[src/rtl/team_11_wb_master.sv]
// Single-outstanding Wishbone classic master for the team_11 core.
// Each core request becomes one bus cycle and one response, aborted with an error if the slave never ACKs.
module team_11_wb_master #(
  parameter int unsigned TIMEOUT_CYCLES = 255,
  parameter int unsigned CNT_W          = 8
) (
  input  logic        wb_clk_i,
  input  logic        wb_rst_i,
  input  logic        req_valid,
  output logic        req_ready,
  input  logic        req_we,
  input  logic [31:0] req_adr,
  input  logic [31:0] req_dat,
  input  logic [3:0]  req_sel,
  output logic        rsp_valid,
  output logic [31:0] rsp_dat,
  output logic        rsp_err,
  output logic        busy,
  output logic [7:0]  err_count,
  output logic [31:0] ADR_O,
  output logic [31:0] DAT_O,
  output logic [3:0]  SEL_O,
  output logic        WE_O,
  output logic        STB_O,
  output logic        CYC_O,
  input  logic [31:0] DAT_I,
  input  logic        ACK_I
);

  localparam int unsigned ERR_W = 8;
  localparam logic [ERR_W-1:0] ERR_MAX = '1;
  localparam bit TO_EN = (TIMEOUT_CYCLES != 0);
  localparam logic [CNT_W-1:0] TO_LAST = CNT_W'(TO_EN ? TIMEOUT_CYCLES - 32'd1 : 32'd0);

  typedef enum logic [1:0] {
    S_IDLE = 2'd0,
    S_BUS  = 2'd1,
    S_RESP = 2'd2
  } state_e;

  state_e             state_q, state_d;
  logic [CNT_W-1:0]   cnt_q, cnt_d;
  logic [31:0]        adr_q, adr_d;
  logic [31:0]        dat_q, dat_d;
  logic [3:0]         sel_q, sel_d;
  logic               we_q, we_d;
  logic               stb_q, stb_d;
  logic               cyc_q, cyc_d;
  logic               rsp_valid_q, rsp_valid_d;
  logic               rsp_err_q, rsp_err_d;
  logic [31:0]        rsp_dat_q, rsp_dat_d;
  logic [ERR_W-1:0]   err_cnt_q, err_cnt_d;
  logic               timeout_hit;

  // Word-aligned bus: the byte offset of the request address is dropped.
  logic unused_adr_lsbs;
  assign unused_adr_lsbs = ^req_adr[1:0];

  assign timeout_hit = TO_EN && (cnt_q == TO_LAST);

  // Next-state and registered-output logic.
  always_comb begin
    state_d     = state_q;
    cnt_d       = cnt_q;
    adr_d       = adr_q;
    dat_d       = dat_q;
    sel_d       = sel_q;
    we_d        = we_q;
    stb_d       = stb_q;
    cyc_d       = cyc_q;
    rsp_valid_d = 1'b0;
    rsp_err_d   = 1'b0;
    rsp_dat_d   = '0;
    err_cnt_d   = err_cnt_q;

    unique case (state_q)
      S_IDLE: begin
        if (req_valid) begin
          adr_d   = {req_adr[31:2], 2'b00};
          dat_d   = req_we ? req_dat : 32'd0;
          sel_d   = req_sel;
          we_d    = req_we;
          stb_d   = 1'b1;
          cyc_d   = 1'b1;
          cnt_d   = '0;
          state_d = S_BUS;
        end
      end
      S_BUS: begin
        if (ACK_I || timeout_hit) begin
          adr_d       = '0;
          dat_d       = '0;
          sel_d       = '0;
          we_d        = 1'b0;
          stb_d       = 1'b0;
          cyc_d       = 1'b0;
          rsp_valid_d = 1'b1;
          state_d     = S_RESP;
          if (ACK_I) begin
            rsp_dat_d = we_q ? 32'd0 : DAT_I;
          end else begin
            rsp_err_d = 1'b1;
            if (err_cnt_q != ERR_MAX) begin
              err_cnt_d = err_cnt_q + ERR_W'(1);
            end
          end
        end else begin
          cnt_d = cnt_q + CNT_W'(1);
        end
      end
      S_RESP: begin
        state_d = S_IDLE;
      end
      default: begin
        state_d = S_IDLE;
      end
    endcase
  end

  always_ff @(posedge wb_clk_i) begin
    if (wb_rst_i) begin
      state_q     <= S_IDLE;
      cnt_q       <= '0;
      adr_q       <= '0;
      dat_q       <= '0;
      sel_q       <= '0;
      we_q        <= 1'b0;
      stb_q       <= 1'b0;
      cyc_q       <= 1'b0;
      rsp_valid_q <= 1'b0;
      rsp_err_q   <= 1'b0;
      rsp_dat_q   <= '0;
      err_cnt_q   <= '0;
    end else begin
      state_q     <= state_d;
      cnt_q       <= cnt_d;
      adr_q       <= adr_d;
      dat_q       <= dat_d;
      sel_q       <= sel_d;
      we_q        <= we_d;
      stb_q       <= stb_d;
      cyc_q       <= cyc_d;
      rsp_valid_q <= rsp_valid_d;
      rsp_err_q   <= rsp_err_d;
      rsp_dat_q   <= rsp_dat_d;
      err_cnt_q   <= err_cnt_d;
    end
  end

  assign req_ready = (state_q == S_IDLE) && !wb_rst_i;
  assign busy      = (state_q != S_IDLE) && !wb_rst_i;
  assign rsp_valid = rsp_valid_q;
  assign rsp_err   = rsp_err_q;
  assign rsp_dat   = rsp_dat_q;
  assign err_count = err_cnt_q;
  assign ADR_O     = adr_q;
  assign DAT_O     = dat_q;
  assign SEL_O     = sel_q;
  assign WE_O      = we_q;
  assign STB_O     = stb_q;
  assign CYC_O     = cyc_q;

endmodule
[config.mk]
export PLATFORM = sky130hd
export DESIGN_NAME = team_11_wb_master
export DESIGN_NICKNAME = d
export VERILOG_FILES = /design/src/rtl/team_11_wb_master.sv
export SDC_FILE = /design/constraint.sdc
export NUM_CORES = 1
export LEC_CHECK = 0
export BUFFER_PORTS_ARGS = -buffer_cell sky130_fd_sc_hd__buf_2
export CAP_MARGIN = 20
export CORE_MARGIN = 10
export CORE_UTILIZATION = 30
export DETAILED_ROUTE_END_ITERATION = 8
export PLACE_DENSITY = 0.57
export SETUP_SLACK_MARGIN = 0.5
export SKIP_CTS_REPAIR_TIMING = 1
export SYNTH_ARGS = -nofsm -noshare
export SYNTH_HDL_FRONTEND = slang
export SYNTH_SLANG_ARGS = --single-unit
[constraint.sdc]
create_clock -name wb_clk_i -period 2.33 [get_ports wb_clk_i]
set_input_delay 0 -clock wb_clk_i [delete_from_list [all_inputs] [get_ports wb_clk_i]]
set_output_delay 0 -clock wb_clk_i [all_outputs]
set_load 0.005 [all_outputs]
Yosys cells after proc, flatten, opt, wreduce, memory -nomap -nowiden

Index checks and enable logic that the tools add are counted.

Flip-flop bits (word level): 122
Latch bits: 0
RAM bits: 0
Bits in read-only memories: 0
Bits of input ports: 105
Output and inout bits: 115
Logic and storage cells: 58
Memories: 0

Add/subtract/negate cells: 2
Multipliers: 0
Div/mod/pow operators: 0
Magnitude comparators: 0
Eq/ne operators: 6
Shifts and indexed selects: 0
Mux-type cells: 22
Bitwise logic cells: 3
Reductions and logical operators: 14

Operator list:

| kind                                                            | count |
|---|---|
| 32-bit two-way mux                                              | 4 |
| 32-bit one-hot mux with 2 select lines                          | 2 |
| 8-bit by 1-bit adder with 8-bit output, second input constant   | 2 |
| 8-bit two-way mux                                               | 2 |
| 8-bit one-hot mux with 2 select lines                           | 1 |
| 8-bit == test, second input constant                            | 1 |
| 4-bit two-way mux                                               | 2 |
| 8-bit != test, second input constant                            | 1 |
| 4-bit one-hot mux with 2 select lines                           | 1 |
| 2-bit != test, second input constant                            | 3 |
| 3-bit AND reduction                                             | 2 |
| 1-bit two-way mux                                               | 5 |
| 5-bit OR reduction                                              | 1 |
| 2-bit two-way mux                                               | 2 |
| 1-bit one-hot mux with 2 select lines                           | 2 |
| 2-bit one-hot mux with 2 select lines                           | 1 |
| 4-bit AND reduction                                             | 1 |
| 2-bit nonzero test                                              | 2 |
| 1-bit inverter                                                  | 3 |
| 3-bit OR reduction                                              | 1 |
| 2-bit by 1-bit == test with 1-bit output, second input constant | 1 |
| 1-bit logical AND                                               | 2 |
| 2-bit logical NOT                                               | 1 |
| 2-bit AND reduction                                             | 1 |
| 3 further kinds                                                 | 3 |

Logic depth before layout (Yosys ltp)

Depth after elaboration: 4
Mapped depth: 8
Gate-level depth less buffers: 6

Worst setup path before layout

OpenSTA, ideal clock, no wires.

Path kind: reg-to-reg
Start point: register cnt_q[0]
End point: register err_cnt_q[6], in the netlist err_count[6]
Library setup time: 0.070 ns
Data arrival time: 1.821 ns
Data required time: 2.260 ns
Setup slack: 0.438 ns
Stages on the path, launching flop included: 8
Path buffers: 1
Clock period less this slack: 1.892 ns
Cells stage by stage: dfxtp_1 inv_1 ha_1 nand3_1 or4_4 buf_6 or4_1 a21oi_1

Cells in the longest elaborated chain, start to end: 3

RTL lines:

| item                                 | line | source |
|---|---|---|
| from (decl)                          | 42   | `logic [CNT_W-1:0] cnt_q, cnt_d;` |
| from (signal assigned)               | 136  | `cnt_q <= cnt_d;` |
| 8-bit == test                        | 59   | `assign timeout_hit = TO_EN && (cnt_q == TO_LAST);` |
| 1-bit logical OR                     | 90   | `if (ACK_I \|\| timeout_hit) begin` |
| 4-bit AND reduction (no source line) | -    |  |
| to (signal assigned)                 | 146  | `err_cnt_q <= err_cnt_d;` |
| to (decl)                            | 52   | `logic [ERR_W-1:0] err_cnt_q, err_cnt_d;` |

Every way passes these cells.
A chain may end at the register's enable or synchronous reset.

Worst setup path after layout

Ends and elaborated chain as after synthesis.

==> metrics.txt <==
HP Class=in -> reg; input/output buffers=215; CTS root buffer=clkbuf_16; hold depth=2; Pwr per Cell Area=763 nW/um^2; overall routing resource usage=13.8%; Post-Route Setup TNS=0 ps; CORE AREA=~13000 um^2; clock latency at the later pin of the worst-skew pair=around 420 ps; Comb pwr share=9.6%; routability cong.=0.780; post-DP HPWL=~9500 um; outcome=complete, no violations; CP Capture Type=flop; CTS clk-pin slew, worst paths=approximately 50 ps; die height=approximately 130 um; vias=3997; Synth Flop Type=dfxtp_1; clk sink count=120; largest net degree at the start of global routing=68; number of buffers created by CTS=17; Synth Instances=350; clock power share=49.2%; period utilization=a little over four fifths; WP data required=2670 ps; CP Max Fanout=7; Synth area leader=dfxtp_1; antenna violations before repair=3; top cell type's share of synthesized area=60.9%; reg2reg path depth=6; net switching power=1.19 mW; max cap viols=0; Critical Path AT=2300 ps; most frequent cells in the layout=215 x buf_2, 117 x dfxtp_1, 99 x dlygate4sd3_1; Final #Nets=between 700 and 800; detailed-route wire length=approximately 15000 um; Die W=between 100 and 150 um; Layout area overhead=75.0%; Site Rows=41; global-route wire length before repair=20000 um; reg-to-reg slack, setup=360 ps; Critical Setup Path Class=reg -> reg; vias in the first global route=3700; Syn Area/Cell=11.3 um^2; Slew Limit Fails=0; Flop pwr share=41.2%; mapped cell area=about 3900 um^2; commonest non-fill, non-tap cell in the layout=buf_2; Tmin final=1970 ps; RSZ-0062 raised after global routing=true; Distinct cells, synth=between 40 and 50; drt pass-1 iters=4; Hold Path Origin=wb_rst_i; crit start category=flop; max frequency=509 MHz; layout cells sized above 1=40.9%; skew final=about 18 ps; Longest Clk Path Bufs=2; largest cells by area after synthesis=dfxtp_1 61%, a22o_1 14%, and2_1 5.4%; cell internal pwr=4.08 mW; CTS H-tree depth=4; Yosys Warn Count=0; Static Leak=3.28 nW; VDD IR max=0.000718 V; io pins=between 200 and 250; Synth async-reset ratio=0%; R2R Path End=err_count[6]; Detailed Route Iter0 Violations=between 150 and 200; register area share after synthesis=about three fifths; die area=18100 um^2; Post-route DRC=0; Min-Delay Endpoint=err_count[3]; sw frac=22.6%; CTS tree=done; EDFF count, synth=0; Final setup viols=0; grt total ovfl=0; Via density=4.67; Routed Antenna Nets=0; RR Startpoint=cnt_q[0]; flops & latches, synth=120; final hold viol count=0; starting density of the core=between 30% and 40%; final core area utilization=54.1%; WL/cell=17.4 um
## worst max path at each step
stage,cells past startpoint,slack (ps),end,start
floorplan,7,460,err_count[6],cnt_q[0]
global placement,4,350,err_count[3],state_q[1]
detailed placement,4,310,err_count[5],state_q[1]
CTS,4,290,err_count[3],state_q[1]
global route,4,320,err_count[6],cnt_q[4]
finish,6,360,err_count[6],cnt_q[0]
## cells by family (layout without fill, tap and decap cells)
kind of cell | count (synthesis) | count (layout) | synth area share [%]
AND/OR/NAND/NOR | 93 | 93 | 13.8
multiplexers | 1 | 1 | 0.254
other | 1 | 5 | 0.0951
buffers and inverters | 32 | 361 | 3.65
adder cells (fa/ha/maj) | 3 | 3 | 0.952
AO/OA/AOI/OAI | 100 | 100 | 20.3
flip-flops | 120 | 120 | 60.9
## metrics by stage
| stage | std cells | instance area (um^2) | setup WS, ps | hold WS [ps] | total power [mW] |
|---|---|---|---|---|---|
| 2_1_floorplan | 351 | 3950 | 460 | 78.5 | 2.36 |
| 3_3_place_gp | 717 | 5210 | 353 | 199 | 2.56 |
| 3_5_place_dp | 717 | 5210 | 306 | 202 | 2.57 |
| 4_1_cts | 749 | 5800 | 287 | -232 | 5.18 |
| 5_1_grt | 855 | 6900 | 322 | 13.8 | 5.47 |
| 6_report | 855 | 6900 | 364 | 14.8 | 5.27 |
## Yosys cell counts (3+ instances only)
library cell  number
ha_1               3
o21ai_0            3
buf_2              4
and3_1             6
buf_4              3
nor2_1            10
a22o_1            65
or4_1              6
nand3_1           10
inv_1              4
a21oi_1           11
o31ai_1            4
dfxtp_1          120
or3_1              3
and2_1            34
nand2_1            9
clkbuf_1          18
a31oi_1            3
## sequential cells by signal (all words and copies together) (netlist names)
name       flops
state_q        2
err_count      8
CYC_O          1
rsp_dat       32
SEL_O          4
cnt_q          8
ADR_O         30
rsp_valid      1
WE_O           1
DAT_O         32
rsp_err        1
## metal layers
metal | GRT usage [%] | share of wire [%] | vias up
met1 | 15.3 | 39 | 1888
met3 | 7.60 | 9.3 | 18
met4 | 4.53 | 1.6 | 0
li1 | - | - | 1921
met2 | 22.0 | 50 | 170
met5 | 0 | 0 | -
## worst max-delay path, cell delays in order (launching register included)
cell and delay [ps]:
dfxtp_4 360, inv_4 60, ha_4 140, nand3_4 90, or4_4 580, or4_1 530
a21oi_1 130
## layout make-up
type / count / area [um^2]
tap: 172 / 215
sequential: 120 / 2410
inverter: 5 / 21.3
fill: 1121 / 5870
multi-input combinational: 199 / 1490
clock buffer: 21 / 470
timing repair buffer: 324 / 2170
antenna: 3 / 7.51
clock inverter: 11 / 121
## power by group through the flow
stage | combinational [mW] | clock, mW | sequential [mW]
floorplan | 0.143 | 0 | 2.22
global placement | 0.358 | 0 | 2.21
detailed placement | 0.365 | 0 | 2.21
CTS | 0.367 | 2.65 | 2.17
global route | 0.551 | 2.74 | 2.18
finish | 0.507 | 2.59 | 2.17
Power figures use the tool's default switching activity.
